`src/rtl/slow_clk_monitor.sv`:
```
// Slow-clock receiver: synchronizes i_slow_clk into i_clk, emits tick strobes, measures period, tracks lock/loss.
// Optional: define SLOW_CLK_BOTH_EDGE_EN to also tick on synchronized falling edges.
//
// state   | meaning
// ACQUIRE | after reset, waiting for the first rising tick
// MEASURE | measuring periods, counting consecutive good ones
// LOCKED  | LOCK_CNT good periods seen, watching for bad period/timeout
// LOST    | no rising tick for TIMEOUT cycles, counter parked
module slow_clk_monitor #(
  parameter int SYNC_STAGES = 2,
  parameter int CNT_W       = 24,
  parameter int EXP_PERIOD  = 1_250_000,
  parameter int TOL         = 1_250,
  parameter int TIMEOUT     = 1_500_000,
  parameter int LOCK_CNT    = 4
) (
  input  logic             i_clk,
  input  logic             i_reset,
  input  logic             i_slow_clk,
  input  logic             i_clr_err,
  output logic             o_tick,
  output logic [CNT_W-1:0] o_period,
  output logic             o_period_vld,
  output logic             o_lock,
  output logic             o_lost,
  output logic [7:0]       o_err_cnt
);

  localparam int GOOD_W = $clog2(LOCK_CNT + 1);
  localparam logic [CNT_W-1:0]  PER_MIN   = CNT_W'(EXP_PERIOD - TOL);
  localparam logic [CNT_W-1:0]  PER_MAX   = CNT_W'(EXP_PERIOD + TOL);
  localparam logic [CNT_W-1:0]  CNT_TO    = CNT_W'(TIMEOUT);
  localparam logic [GOOD_W-1:0] GOOD_LAST = GOOD_W'(LOCK_CNT - 1);

  typedef enum logic [1:0] {
    ST_ACQUIRE,
    ST_MEASURE,
    ST_LOCKED,
    ST_LOST
  } state_t;

  state_t                 state;
  logic [SYNC_STAGES-1:0] sync_q;
  logic                   sync_d;
  logic                   rise_q;
  logic [CNT_W-1:0]       count;
  logic [GOOD_W-1:0]      good;
  logic                   period_ok;
  logic                   timeout;
  logic                   err_inc;

`ifdef SLOW_CLK_BOTH_EDGE_EN
  logic fall_q;
`endif

  // Edge strobes are registered once more so the FSM acts in the same cycle o_tick is high.
  always_ff @(posedge i_clk or posedge i_reset) begin
    if (i_reset) begin
      sync_q <= '0;
      sync_d <= 1'b0;
      rise_q <= 1'b0;
      o_tick <= 1'b0;
`ifdef SLOW_CLK_BOTH_EDGE_EN
      fall_q <= 1'b0;
`endif
    end else begin
      sync_q <= {sync_q[SYNC_STAGES-2:0], i_slow_clk};
      sync_d <= sync_q[SYNC_STAGES-1];
      rise_q <= sync_q[SYNC_STAGES-1] & ~sync_d;
`ifdef SLOW_CLK_BOTH_EDGE_EN
      fall_q <= ~sync_q[SYNC_STAGES-1] & sync_d;
      o_tick <= rise_q | fall_q;
`else
      o_tick <= rise_q;
`endif
    end
  end

  always_comb begin
    period_ok = (count >= PER_MIN) && (count <= PER_MAX);
    timeout   = (count == CNT_TO) && !rise_q;
    err_inc   = (state == ST_LOCKED) && ((rise_q && !period_ok) || timeout);
  end

  always_ff @(posedge i_clk or posedge i_reset) begin
    if (i_reset) begin
      state        <= ST_ACQUIRE;
      count        <= '0;
      good         <= '0;
      o_period     <= '0;
      o_period_vld <= 1'b0;
      o_lock       <= 1'b0;
      o_lost       <= 1'b0;
      o_err_cnt    <= '0;
    end else begin
      o_period_vld <= 1'b0;

      if (rise_q)
        count <= CNT_W'(1);
      else if (count != CNT_TO)
        count <= count + CNT_W'(1);

      case (state)
        ST_ACQUIRE: begin
          if (rise_q) begin
            state <= ST_MEASURE;
            good  <= '0;
          end else if (timeout) begin
            state  <= ST_LOST;
            o_lost <= 1'b1;
          end
        end
        ST_MEASURE: begin
          if (rise_q) begin
            o_period     <= count;
            o_period_vld <= 1'b1;
            if (period_ok) begin
              good <= good + GOOD_W'(1);
              if (good == GOOD_LAST) begin
                state  <= ST_LOCKED;
                o_lock <= 1'b1;
              end
            end else begin
              good <= '0;
            end
          end else if (timeout) begin
            state  <= ST_LOST;
            o_lost <= 1'b1;
          end
        end
        ST_LOCKED: begin
          if (rise_q) begin
            o_period     <= count;
            o_period_vld <= 1'b1;
            if (!period_ok) begin
              state  <= ST_MEASURE;
              good   <= '0;
              o_lock <= 1'b0;
            end
          end else if (timeout) begin
            state  <= ST_LOST;
            o_lock <= 1'b0;
            o_lost <= 1'b1;
          end
        end
        ST_LOST: begin
          if (rise_q) begin
            state  <= ST_MEASURE;
            good   <= '0;
            o_lost <= 1'b0;
          end
        end
        default: begin
          state  <= ST_ACQUIRE;
          o_lock <= 1'b0;
          o_lost <= 1'b0;
        end
      endcase

      if (i_clr_err)
        o_err_cnt <= '0;
      else if (err_inc && (o_err_cnt != 8'hFF))
        o_err_cnt <= o_err_cnt + 8'd1;
    end
  end

endmodule

```
`config.mk`:
```
export PLATFORM = sky130hd
export DESIGN_NAME = slow_clk_monitor
export DESIGN_NICKNAME = d
export VERILOG_FILES = /design/src/rtl/slow_clk_monitor.sv
export SDC_FILE = /design/constraint.sdc
export NUM_CORES = 1
export LEC_CHECK = 0
export CORE_ASPECT_RATIO = 1.75
export CORE_UTILIZATION = 35
export CTS_CLUSTER_DIAMETER = 30
export DETAILED_ROUTE_END_ITERATION = 12
export DONT_BUFFER_PORTS = 1
export PLACE_DENSITY_LB_ADDON = 0.15
export REMOVE_ABC_BUFFERS = 1
export SYNTH_ARGS = -nofsm -noshare
export SYNTH_HDL_FRONTEND = slang
export SYNTH_SLANG_ARGS = --single-unit
```
`constraint.sdc`:
```
create_clock -name i_clk -period 3.7 [get_ports i_clk]
set_input_delay 0.37 -clock i_clk [delete_from_list [all_inputs] [get_ports i_clk]]
set_output_delay 0.37 -clock i_clk [all_outputs]
set_load 0.02 [all_outputs]
```
; ---- Word level (Yosys, flattened, before mapping)
; Cells that the tools add are included.
[totals]
reg_bits = 69
out_inout_bits = 36
wordCells = 91
[op_classes]
n_eq_ne = 20
mux = 32
bitwise_logic = 2
addsub = 3
reduce_logical = 20
magnitude_cmp = 2
[ops]
columns = op, n
row1 = 24-bit 2-to-1 mux, 2
row2 = 24-bit by 1-bit adder with 24-bit output (second input constant), 1
row3 = 24-bit by 21-bit equality test with 1-bit output (second input constant), 1
row4 = 24-bit by 21-bit greater-or-equal comparator with 1-bit output (second input constant), 1
row5 = 24-bit by 21-bit <= comparator with 1-bit output (second input constant), 1
row6 = 24-bit by 21-bit != test with 1-bit output (second input constant), 1
row7 = 2-bit 2-to-1 mux, 8
row8 = 8-bit 2-to-1 mux, 2
row9 = 3-bit 2-to-1 mux, 5
row10 = 2-bit != test (second input constant), 7
row11 = 3-bit != test (second input constant), 4
row12 = 1-bit 2-to-1 mux, 11
row13 = 3-bit case mux with 3 select lines, 1
row14 = 8-bit by 1-bit adder with 8-bit output (second input constant), 1
row15 = 8-bit != test (second input constant), 1
row16 = 2-bit case mux with 4 select lines, 1
row17 = 4-bit AND reduction, 2
row18 = 6-bit AND reduction, 1
row19 = 2-bit nonzero test, 3
row20 = 1-bit logical AND, 5
row21 = 2-bit equality test (second input constant), 2
row22 = 2-bit by 1-bit != test with 1-bit output (second input constant), 2
row23 = 1-bit case mux with 2 select lines, 2
row24 = 2-bit OR reduction, 2
row25 = other kinds (11), 12

; ---- Longest topological paths before layout
[logic_depth]
ltp_word = 9
mapped_depth = 9

; ---- Worst setup path after synthesis
; No wires, ideal clock.
[synth_timing]
kind = reg-to-reg
start = register count[0]
end = register o_err_cnt[2]
required_ns = 3.575
stages_incl_launch_ff = 9
setup_slack_ns = 1.309
t_arrival_ns = 2.267
synth_period_minus_slack_ns = 2.391
path_cell_list = dfrtp_1 inv_1 ha_1 o211ai_1 a2111oi_1 o221ai_2 mux2_2 nand3_1 mux2_2
[synth_between]
elab_chain_cells = 8
elab_cells_between_ends = 11
[synth_lines]
columns = item, line_no
row1 = start: declaration, 46  ; logic [CNT_W-1:0] count;
row2 = start signal: assignment, 101  ; count <= count + CNT_W'(1);
row3 = 24-bit by 21-bit greater-or-equal comparator with 1-bit output or 24-bit by 21-bit <= comparator with 1-bit output (tied branches), 80  ; period_ok = (count >= PER_MIN) && (count <= PER_MAX);
row4 = 1-bit logical AND, 80
row5 = 1-bit logical NOT, n/a
row6 = 1-bit logical AND, 82  ; err_inc = (state == ST_LOCKED) && ((rise_q && !period_ok) || timeout);
row7 = 1-bit logical OR *, 82
row8 = 1-bit logical AND *, 82
row9 = 1-bit logical AND *, 162  ; else if (err_inc && (o_err_cnt != 8'hFF))
row10 = 2-bit nonzero test (no source line) *, n/a
row11 = end signal: assignment, 163  ; o_err_cnt <= o_err_cnt + 8'd1;
row12 = end: declaration, 26  ; output logic [7:0] o_err_cnt
; Mark *: on every way between the ends. The rest lies on a longest branch, timed or not.
; A chain may end at the register's enable or synchronous reset.

; ---- Final worst setup path
[layout_timing]
start = register count[0]
end = register o_err_cnt[5]
; Same word-level chain as after synthesis.

==> results.sh <==
export IMPL_status="completed"
export IMPL_ys_types=50
export IMPL_viasPerCell=5.33
export IMPL_dieHeight_um=133
export IMPL_hold_violations=0
export IMPL_relSlewSlack_pct=41.2
export IMPL_htreeDepth=3
export IMPL_worstPathRequired_ns=3.91
export IMPL_tns_ns=0
export IMPL_post_cts_resized=0
export IMPL_grt_pass1_wl_um=12200
export IMPL_core_area_um2=9470
export IMPL_finalMaxSlewViolations=0
export IMPL_final_common_cell="dfrtp_1"
export IMPL_skew_ns=0.00394
export IMPL_dieArea_um2=10200
export IMPL_ys_ff_latch=69
export IMPL_hp_class="in -> reg"
export IMPL_yosysTopAreaCellShare_pct=50.6
export IMPL_clock_latency_ns=0.33
export IMPL_power_density_nw_per_um2=548
export IMPL_cts_buffer_depth=2
export IMPL_worstPathCellList="inv_1 > ha_1 > o211ai_1 > a2111oi_1 > o221ai_2 > mux2i_2 > nor4_1 > mux2_1"
export IMPL_layout_common_cells="dfrtp_1, nor2_1, nand2_1"
export IMPL_synth_seq_area_share_pct=50.6
export IMPL_cts_tree="built"
export IMPL_hold_ws_ns=0.0656
export IMPL_setup_violations=0
export IMPL_synth_edff_count=0
export IMPL_io_pin_count=40
export IMPL_nets=339
export IMPL_max_freq_mhz=358
export IMPL_cap_violations=0
export IMPL_drtIter0Drc=166
export IMPL_drt_wl_total_um=7300
export IMPL_critPathMaxStageDelay_ns=0.69
export IMPL_clkSinkCount=69
export IMPL_synthTopCellsByArea="dfrtp_1, mux2_2, ha_1, nor2_1, xnor2_1"
export IMPL_cts_clk_slew_worst_paths_ns=0.05
export IMPL_netlist_instances=326
export IMPL_grt_ovfl_total=0
export IMPL_cts_hold_buf=0
export IMPL_critPathMaxFanout=11
export IMPL_peakVddDrop_v=0.000235
export IMPL_place_congestion=0.790
export IMPL_cp_slowest_cell="a2111oi_1"
export IMPL_ant_nets=0
export IMPL_drive_gt1_share_pct=15.5
export IMPL_cts_setup_buffers=0
export IMPL_drc=0
export IMPL_via_count=2410
export IMPL_critical_path_top_delay_family="compound AO/OA/AOI/OAI gates"
export IMPL_worst_pin_slew_ns=0.882
export IMPL_fin_crit_ns=2.79
export IMPL_place_hpwl_um=5180
export IMPL_synthesis_area_um2=3410
export IMPL_ys_flop_type="dfrtp_1"
export IMPL_drtPass1Iterations=4
export IMPL_yosysWarnings=0
export IMPL_postSynthAreaPerCell_um2=10.5
export IMPL_die_x_um=76.6
export IMPL_cts_buffers=9
export IMPL_portBuffers=0
export IMPL_grt_max_degree=70
export IMPL_grt_pass1_vias=2362
export IMPL_cp_arrival_ns=3.00
export IMPL_p_leak_nw=1.71
export IMPL_antenna_found_initial=0
export IMPL_crit_buf_inv=1
export IMPL_start_util_pct=36.0
export IMPL_start_kind="register"
export IMPL_synth_top_area_cell="dfrtp_1"
export IMPL_rsz0062_at_grt="no"
export IMPL_setup_worst_path_end_class="register"
export IMPL_synthArstFlopShare_pct=100
export IMPL_post_route_period_util_pct=75.4
export IMPL_rows=47
export IMPL_area_growth_pct=12.2
export IMPL_root_buffer="clkbuf_16"
export IMPL_wl_per_cell_um=16.1
export IMPL_path_class="reg -> reg"
export IMPL_insertedDiodeCount=0
export IMPL_grtUsageTotal_pct=15.8
==> power breakdown <==
part	internal [W]	leakage, nW	switching (W)
Sequential	0.000814	0.934	0.000114
Combinational	0.000122	0.624	0.000189
Clock	0.000558	0.150	0.000302
==> registers in the layout, indices dropped and copies added, names as in the netlist <==
signal and flops:
o_tick 1, o_period 24, rise_q 1, count 24, good 3, o_err_cnt 8
o_lost 1, o_lock 1, state 2, o_period_vld 1, sync_q 2, sync_d 1
==> cells in the mapped netlist (2+ instances only) <==
cell / number
a211oi_1: 2
a21oi_1: 10
a221oi_1: 2
a31oi_1: 2
and3_1: 6
buf_2: 3
clkbuf_1: 12
dfrtp_1: 69
ha_1: 10
inv_1: 13
mux2_1: 2
mux2_2: 22
mux2i_1: 2
nand2_1: 23
nand3_1: 17
nand3b_1: 2
nand4_1: 6
nor2_1: 32
nor2b_1: 4
nor3_1: 8
nor4_1: 5
nor4b_1: 3
o21ai_0: 15
o311ai_0: 2
o31ai_1: 5
or3_1: 5
or4_1: 3
xnor2_1: 11
xor2_1: 9
==> final cells by class <==
cell class / instances / area (um2)
Clock buffer: 13 / 260
Sequential cell: 69 / 1730
Inverter: 14 / 52.6
Timing Repair Buffer: 4 / 30.0
Clock inverter: 3 / 43.8
Multi-Input combinational cell: 227 / 1560
Tap cell: 122 / 153
Fill cell: 923 / 5640
==> path summary, 6_finish.rpt <==
check | end | slack, ns | from | cells past startpoint
worst max-delay path | o_err_cnt[5] | 0.91 | count[0] | 8
max in group asynchronous | count[6] | 2.94 | i_reset | 2
worst max register to register | o_err_cnt[5] | 0.91 | count[0] | 8
worst min-delay path | sync_q[0] | 0.07 | i_slow_clk | 0
worst min register to register | sync_q[1] | 0.35 | sync_q[0] | 0
min in group asynchronous | sync_d | 0.18 | i_reset | 2
==> kinds of logic (layout without fill, tap and decap cells) <==
| group | Yosys count | in the layout | share of synthesized area (%) |
|---|---|---|---|
| buffers and inverters | 30 | 34 | 3.63 |
| flip-flops | 69 | 69 | 50.6 |
| XOR/XNOR | 20 | 20 | 5.13 |
| adder cells (fa/ha/maj) | 10 | 10 | 3.67 |
| AO/OA/AOI/OAI | 46 | 46 | 8.87 |
| multiplexers | 27 | 27 | 8.91 |
| AND/OR/NAND/NOR | 124 | 124 | 19.2 |
==> metal layers <==
layer  wire length [um]  global-route usage [%]
met1               2760                    16.8
met2               3950                    27.2
met3                323                    5.03
met4                264                    9.19
met5                  0                       0
==> metrics by stage <==
step           utilization (%)  instance area, um2  power [W]  setup WS (ns)  cells
2_1_floorplan                -                3340    0.00115           1.22    310
3_3_place_gp              37.2                3520    0.00125          0.991    436
3_5_place_dp              37.2                3520    0.00126          0.871    436
4_1_cts                   40.4                3830    0.00214          0.867    452
5_1_grt                   40.4                3830    0.00222          0.658    452
6_report                  40.4                3830    0.00210          0.910    452
Power figures use the tool's default switching activity.
